### config.mk
export PLATFORM = sky130hd
export DESIGN_NAME = sram_arbiter_flat
export DESIGN_NICKNAME = d
export VERILOG_FILES = /design/src/rtl/sram_arbiter_pkg.sv /design/src/rtl/sram_arbiter_if.sv /design/src/rtl/sram_arb_priority.sv /design/src/rtl/sram_arbiter.sv /design/src/flat_wrapper.sv
export SDC_FILE = /design/constraint.sdc
export NUM_CORES = 1
export LEC_CHECK = 0
export CAP_MARGIN = 20
export CORE_ASPECT_RATIO = 0.9
export CORE_MARGIN = 8
export CORE_UTILIZATION = 40
export CTS_CLUSTER_DIAMETER = 80
export DETAILED_ROUTE_END_ITERATION = 10
export PLACE_DENSITY_LB_ADDON = 0.1
export SYNTH_ARGS = -nofsm -noshare
export SYNTH_HDL_FRONTEND = slang
export SYNTH_HIERARCHICAL = 1
export SYNTH_SLANG_ARGS = --single-unit
### constraint.sdc
create_clock -name clock -period 2.3 [get_ports clock]
set_clock_uncertainty 0.2 [all_clocks]
set_input_delay 0.575 -clock clock [delete_from_list [all_inputs] [get_ports clock]]
set_output_delay 0.575 -clock clock [all_outputs]
set_load 0.02 [all_outputs]
### src/rtl/sram_arbiter_pkg.sv
// sram_arbiter_pkg: shared FSM states, requester IDs and SRAM address width
package sram_arbiter_pkg;
  localparam int ADDR_W = 21;
  typedef enum logic [1:0] {IDLE, SETUP, STROBE, DONE} state_t;
  typedef enum logic [1:0] {ID_DL = 2'd0, ID_VID = 2'd1, ID_BUS = 2'd2} req_id_t;
endpackage

### src/rtl/sram_arbiter_if.sv
// sram_arbiter_if: requester handshakes and SRAM pins of the arbiter
interface sram_arbiter_if;
  logic dl_req, vid_req, bus_req;
  logic [sram_arbiter_pkg::ADDR_W-1:0] dl_addr, vid_addr, bus_addr;
  logic [7:0] dl_wdata, bus_wdata;
  logic bus_we;
  logic dl_ack, vid_ack, bus_ack;
  logic [7:0] rdata;
  logic [sram_arbiter_pkg::ADDR_W-1:0] SRAM_ADDR;
  logic [7:0] SRAM_DOUT, SRAM_DIN;
  logic SRAM_DOE, SRAM_WE_n, busy;
  modport master (
    output dl_req, vid_req, bus_req, dl_addr, vid_addr, bus_addr, dl_wdata, bus_wdata, bus_we, SRAM_DIN,
    input dl_ack, vid_ack, bus_ack, rdata, SRAM_ADDR, SRAM_DOUT, SRAM_DOE, SRAM_WE_n, busy
  );
  modport slave (
    input dl_req, vid_req, bus_req, dl_addr, vid_addr, bus_addr, dl_wdata, bus_wdata, bus_we, SRAM_DIN,
    output dl_ack, vid_ack, bus_ack, rdata, SRAM_ADDR, SRAM_DOUT, SRAM_DOE, SRAM_WE_n, busy
  );
endinterface

### src/rtl/sram_arb_priority.sv
// sram_arb_priority: picks the winning requester; bus preempts video once the streak is full
module sram_arb_priority
  import sram_arbiter_pkg::*;
#(
  parameter int VIDEO_BURST_MAX = 4
) (
  input  logic       dl_req_i,
  input  logic       vid_req_i,
  input  logic       bus_req_i,
  input  logic [3:0] vid_streak_i,
  output logic       valid_o,
  output req_id_t    winner_o
);
  logic bus_due;
  always_comb begin
    bus_due  = bus_req_i && vid_streak_i == 4'(VIDEO_BURST_MAX);
    valid_o  = dl_req_i | vid_req_i | bus_req_i;
    winner_o = dl_req_i ? ID_DL : bus_due ? ID_BUS : vid_req_i ? ID_VID : ID_BUS;
  end
endmodule

### src/rtl/sram_arbiter.sv
// sram_arbiter: three-way SRAM arbiter running one SETUP/STROBE/DONE access per grant
module sram_arbiter
  import sram_arbiter_pkg::*;
#(
  parameter int ACCESS_CYCLES   = 2,
  parameter int VIDEO_BURST_MAX = 4
) (
  input logic           clock,
  input logic           reset,
  sram_arbiter_if.slave arb
);
  state_t              state_q, state_d;
  req_id_t             id_q, id_d, win_id;
  logic [ADDR_W-1:0]   addr_q, addr_d;
  logic [7:0]          wdata_q, wdata_d, rdata_q, rdata_d;
  logic                we_q, we_d, win_valid;
  logic [3:0]          cnt_q, cnt_d, streak_q, streak_d;

  sram_arb_priority #(.VIDEO_BURST_MAX(VIDEO_BURST_MAX)) u_prio (
    .dl_req_i     (arb.dl_req),
    .vid_req_i    (arb.vid_req),
    .bus_req_i    (arb.bus_req),
    .vid_streak_i (streak_q),
    .valid_o      (win_valid),
    .winner_o     (win_id)
  );

  always_ff @(posedge clock or posedge reset) begin
    if (reset) begin
      state_q  <= IDLE;
      id_q     <= ID_DL;
      addr_q   <= '0;
      wdata_q  <= '0;
      rdata_q  <= '0;
      we_q     <= 1'b0;
      cnt_q    <= '0;
      streak_q <= '0;
    end else begin
      state_q  <= state_d;
      id_q     <= id_d;
      addr_q   <= addr_d;
      wdata_q  <= wdata_d;
      rdata_q  <= rdata_d;
      we_q     <= we_d;
      cnt_q    <= cnt_d;
      streak_q <= streak_d;
    end
  end

  always_comb begin
    state_d  = state_q;
    id_d     = id_q;
    addr_d   = addr_q;
    wdata_d  = wdata_q;
    rdata_d  = rdata_q;
    we_d     = we_q;
    cnt_d    = cnt_q;
    streak_d = streak_q;
    case (state_q)
      IDLE: if (win_valid) begin
        state_d  = SETUP;
        id_d     = win_id;
        addr_d   = win_id == ID_DL ? arb.dl_addr : win_id == ID_VID ? arb.vid_addr : arb.bus_addr;
        wdata_d  = win_id == ID_DL ? arb.dl_wdata : win_id == ID_BUS ? arb.bus_wdata : 8'h00;
        we_d     = win_id == ID_DL || (win_id == ID_BUS && arb.bus_we);
        // streak only grows while the bus is actually being held off
        streak_d = (win_id == ID_BUS || !arb.bus_req) ? 4'd0 :
                   (win_id == ID_VID && streak_q != 4'(VIDEO_BURST_MAX)) ? streak_q + 4'd1 : streak_q;
      end
      SETUP: begin
        state_d = STROBE;
        cnt_d   = 4'd0;
      end
      STROBE: begin
        cnt_d = cnt_q + 4'd1;
        if (cnt_q == 4'(ACCESS_CYCLES - 1)) begin
          state_d = DONE;
          cnt_d   = 4'd0;
          rdata_d = we_q ? rdata_q : arb.SRAM_DIN;
        end
      end
      DONE: state_d = IDLE;
    endcase
  end

  assign arb.busy      = state_q != IDLE;
  assign arb.SRAM_ADDR = addr_q;
  assign arb.SRAM_DOUT = wdata_q;
  assign arb.SRAM_DOE  = we_q && state_q != IDLE;
  assign arb.SRAM_WE_n = !(we_q && state_q == STROBE);
  assign arb.rdata     = rdata_q;
  assign arb.dl_ack    = state_q == DONE && id_q == ID_DL;
  assign arb.vid_ack   = state_q == DONE && id_q == ID_VID;
  assign arb.bus_ack   = state_q == DONE && id_q == ID_BUS;
endmodule

### src/flat_wrapper.sv
// flat-port wrapper written by rule: the top's interface ports become plain ports
module sram_arbiter_flat import sram_arbiter_pkg::*;
#(
  parameter int ACCESS_CYCLES   = 2,
  parameter int VIDEO_BURST_MAX = 4
)
  (clock, reset, arb_dl_req, arb_vid_req, arb_bus_req, arb_dl_addr, arb_vid_addr, arb_bus_addr, arb_dl_wdata, arb_bus_wdata, arb_bus_we, arb_SRAM_DIN, arb_dl_ack, arb_vid_ack, arb_bus_ack, arb_rdata, arb_SRAM_ADDR, arb_SRAM_DOUT, arb_SRAM_DOE, arb_SRAM_WE_n, arb_busy);
  sram_arbiter_if arb_i ();
  input logic clock;
  input logic reset;
  input wire logic [$bits(arb_i.dl_req)-1:0] arb_dl_req;
  input wire logic [$bits(arb_i.vid_req)-1:0] arb_vid_req;
  input wire logic [$bits(arb_i.bus_req)-1:0] arb_bus_req;
  input wire logic [$bits(arb_i.dl_addr)-1:0] arb_dl_addr;
  input wire logic [$bits(arb_i.vid_addr)-1:0] arb_vid_addr;
  input wire logic [$bits(arb_i.bus_addr)-1:0] arb_bus_addr;
  input wire logic [$bits(arb_i.dl_wdata)-1:0] arb_dl_wdata;
  input wire logic [$bits(arb_i.bus_wdata)-1:0] arb_bus_wdata;
  input wire logic [$bits(arb_i.bus_we)-1:0] arb_bus_we;
  input wire logic [$bits(arb_i.SRAM_DIN)-1:0] arb_SRAM_DIN;
  output wire logic [$bits(arb_i.dl_ack)-1:0] arb_dl_ack;
  output wire logic [$bits(arb_i.vid_ack)-1:0] arb_vid_ack;
  output wire logic [$bits(arb_i.bus_ack)-1:0] arb_bus_ack;
  output wire logic [$bits(arb_i.rdata)-1:0] arb_rdata;
  output wire logic [$bits(arb_i.SRAM_ADDR)-1:0] arb_SRAM_ADDR;
  output wire logic [$bits(arb_i.SRAM_DOUT)-1:0] arb_SRAM_DOUT;
  output wire logic [$bits(arb_i.SRAM_DOE)-1:0] arb_SRAM_DOE;
  output wire logic [$bits(arb_i.SRAM_WE_n)-1:0] arb_SRAM_WE_n;
  output wire logic [$bits(arb_i.busy)-1:0] arb_busy;
  assign arb_i.dl_req = arb_dl_req;
  assign arb_i.vid_req = arb_vid_req;
  assign arb_i.bus_req = arb_bus_req;
  assign arb_i.dl_addr = arb_dl_addr;
  assign arb_i.vid_addr = arb_vid_addr;
  assign arb_i.bus_addr = arb_bus_addr;
  assign arb_i.dl_wdata = arb_dl_wdata;
  assign arb_i.bus_wdata = arb_bus_wdata;
  assign arb_i.bus_we = arb_bus_we;
  assign arb_i.SRAM_DIN = arb_SRAM_DIN;
  assign arb_dl_ack = arb_i.dl_ack;
  assign arb_vid_ack = arb_i.vid_ack;
  assign arb_bus_ack = arb_i.bus_ack;
  assign arb_rdata = arb_i.rdata;
  assign arb_SRAM_ADDR = arb_i.SRAM_ADDR;
  assign arb_SRAM_DOUT = arb_i.SRAM_DOUT;
  assign arb_SRAM_DOE = arb_i.SRAM_DOE;
  assign arb_SRAM_WE_n = arb_i.SRAM_WE_n;
  assign arb_busy = arb_i.busy;
  sram_arbiter #(.ACCESS_CYCLES(ACCESS_CYCLES), .VIDEO_BURST_MAX(VIDEO_BURST_MAX)) u_core (.clock(clock), .reset(reset), .arb(arb_i));
endmodule
==> key figures <==
Logic synthesis
  • Seq/Total Area, Yosys: 0.473
  • Netlist cell types: 38
  • Yosys top cell area share: 0.473
  • Prevailing post-synth register cell: dfrtp_1
  • Dominant cells by area after synthesis: dfrtp_1 47%, mux2i_1 11%, o21ai_0 5.9%, mux2_2 5.5%, nand2_1 5.0%
  • Seq cells post-synth: 50
  • Area leader, netlist: dfrtp_1
  • Post-Syn Nets: 374
  • Syn. warnings: 6
  • Mean Syn Cell Area: 9.65 um2
  • Most frequent cell after synthesis: dfrtp_1
  • Cell Area, Synth: 2650 um2
  • Synth top cells by count: 50 x dfrtp_1, 35 x nand2_1, 31 x o21ai_0
  • Syn Inst Count: 274
  • Asr flop ratio synth: 1.00
  • EDFF count, synth: 0

Floorplanning
  • Die width: 102 um
  • Starting Density: 0.408
  • Die area: 9470 um2
  • Core area: 6480 um2
  • Cell Rows: 28
  • I/O pins: 136
  • Die Ht: 93.1 um

Drt
  • Routed wl met3: 841 um
  • Met2 WL: 3500 um
  • Via count: 2457
  • Top routing layer used: met4
  • Starting DRT DRC Count: 43
  • Antenna Nets Post-Route: 0
  • Drt pass-1 iters: 4
  • Met1 Routed Length: 3200 um
  • Vias/cell: 4.80
  • WL per Instance: 15.0 um
  • DRC Markers: 0
  • Final wirelength: 7660 um

Final layout
  • Area of the multi-input gates: 1310 um2
  • Final Non-Filler Cells: 512
  • Area growth from synthesis to layout: 65.4%
  • Reg area: 1250 um2
  • Fin util: 0.675
  • Fill count: 507
  • Layout cell share with drive strength beyond 1: 0.121
  • N_diodes: 0
  • Nets@finish: 521

Setup path
  • Largest fanout on the critical path: 6
  • CP max-delay cell: clkdlybuf4s50_1
  • CP max stage delay: 0.55 ns
  • Crit path required time: 2.31 ns
  • Worst setup SP type: input pin
  • R2r endpoint: u_core/arb.SRAM_ADDR[20]
  • Crit end category: register
  • Crit path launch: arb_vid_req
  • Cell-by-cell trace of the critical path: clkdlybuf4s50_1, o311a_4, nand2b_1, nand2_1, or4_1, o22ai_1
  • Critical setup path kind: input pin to register
  • FF-to-FF setup slack: 0.21 ns
  • CP Capture Point: u_core/streak_q[3]
  • CP Data Arrival Time: 2.25 ns
  • Worst r2r src: u_core/streak_q[3]
  • FF-to-FF path depth: 8

Power
  • Clock Power Share: 0.118
  • Leakage dissipation: 1.88 nW
  • Worst vdd ir: 0.433 mV
  • P_sw: 1.68 mW
  • Sw Ratio: 0.387
  • Power per cell area: 993 nW/um2
  • Logic pwr share: 0.542
  • Share of power burned in registers: 0.340
  • Int Pwr: 2.66 mW

Clock tree
  • Clock buffers created by TritonCTS: 5
  • Worst-path clk slew: 0.08 ns
  • CTS tree: built
  • Latest clock arrival within the worst-skew pair: 0.29 ns
  • Clock sinks: 50
  • H-tree depth: 2
  • CTS Buffer Depth: 2
  • CTS root buf: clkbuf_8

Timing
  • Max-slew headroom: 0.738
  • Slew @ Worst Pin: 0.393 ns
  • RSZ-0062 raised after global routing: no
  • Finish-stage setup viols: 0
  • Max Slew Vio Count: 0
  • Count of final hold-check violations: 0
  • Final critical-path share of the clock period: 0.972
  • Final Critical Period: 2.23 ns
  • F_max: 447 MHz
  • Worst hold margin: 0.283 ns

Placed design
  • Port Buffers: 135
  • Detailed placement HPWL: 6110 um
  • Dpl cells: 500
  • Routability Congestion: 0.817

Global route
  • Initial antenna violation count: 0
  • Total GRT Usage: 0.160
  • First-pass GRT wire length: 12100 um
  • Largest net degree at the start of global routing: 29
  • Grt total ovfl: 0
  • Vias in the first global route: 2542

Job
  • Max-Cap Viols: 0

Run status
  • Status: completed

Hold path
  • Hold Crit Class: register to register
## kinds of logic after synthesis
logic type | after synthesis | synth area share
mux | 42 | 0.165
buf+inv | 27 | 0.0454
simple gates | 80 | 0.141
fa+ha+maj | 7 | 0.0331
compound gates | 68 | 0.142
flops | 50 | 0.473
## flip-flops by register name, summed over array words and instances (netlist names)
signal	count
u_core/arb.SRAM_ADDR	21
u_core/arb.SRAM_DOUT	8
u_core/arb.rdata	8
u_core/cnt_q	4
u_core/id_q	2
u_core/state_q	2
u_core/streak_q	4
u_core/we_q	1
## layout make-up
cell class	count	area share
repair buffers	155	0.357
multi-input cells	197	0.300
flip-flops and latches	50	0.286
well taps	90	0.0257
clock buffers	7	0.0197
inverters	12	0.0103
clock inverters	1	0.00114
## placed cells by master, fill, tap and decap left out, drive strengths merged, types with 4 or more instances in the layout
master,synthesis,routed
o22ai,4,4
dfrtp,50,50
dlygate4sd2,0,5
mux2i,29,29
clkdlybuf4s50,0,127
buf,8,18
inv,12,12
ha,7,7
mux2,13,13
clkbuf,7,11
nor2,23,23
nand2b,5,5
o21ai,31,31
a21oi,23,23
nand2,36,36
## worst min-delay path by stage
| stage | endpoint | from | cells after the start | slack (ns) |
|---|---|---|---|---|
| final | u_core/arb.SRAM_ADDR[18] | u_core/arb.SRAM_ADDR[18] | 2 | 0.28 |
| after global routing | u_core/arb.SRAM_ADDR[5] | u_core/arb.SRAM_ADDR[5] | 2 | 0.32 |
| after CTS | u_core/arb.SRAM_ADDR[18] | u_core/arb.SRAM_ADDR[18] | 2 | 0.29 |
| after detailed placement | u_core/arb.SRAM_ADDR[0] | u_core/arb.SRAM_ADDR[0] | 2 | 0.27 |
| after global placement | u_core/arb.SRAM_DOUT[4] | u_core/arb.SRAM_DOUT[4] | 2 | 0.26 |
| after floorplan | u_core/cnt_q[2] | u_core/cnt_q[2] | 1 | 0.27 |
## layer usage
| metal | up-vias | GRT usage |
|---|---|---|
| met3 | 10 | 0.0705 |
| met1 | 1108 | 0.190 |
| li1 | 1243 | - |
| met4 | 0 | 0.0421 |
| met5 | - | 0 |
| met2 | 96 | 0.257 |
## through the flow
stage	setup TNS [ns]	total power [mW]	setup WS, ns	cell area [um2]
CTS	0	4.39	0.00241	4290
finish	0	4.34	0.0653	4380
global placement	-9.94	3.84	-0.327	4190
global route	0	4.69	0.00284	4380
floorplan	0	2.72	0.183	2650
detailed placement	-11.02	3.89	-0.378	4190
## power groups by stage
| stage | clock (mW) | combinational (mW) | sequential (mW) |
|---|---|---|---|
| after floorplan | 0 | 0.876 | 1.85 |
| after CTS | 0.532 | 2.37 | 1.48 |
| after global placement | 0 | 2.37 | 1.47 |
| after global routing | 0.572 | 2.58 | 1.54 |
| final | 0.513 | 2.36 | 1.48 |
| after detailed placement | 0 | 2.40 | 1.49 |
## critical path, delay by kind of cell
kind	cells	cell delay [ns]
AND/OR/NAND/NOR	3	0.67
buffers and inverters	1	0.55
AO/OA/AOI/OAI	2	0.45
## timing repair
item,CTS,global route
gates cloned,0,2
buffers inserted,0,2
setup endpoints to repair,23,25
pin swaps,1,1
hold buffers,0,0
gates resized for setup,10,9
(Power assumes the default switching activity.)
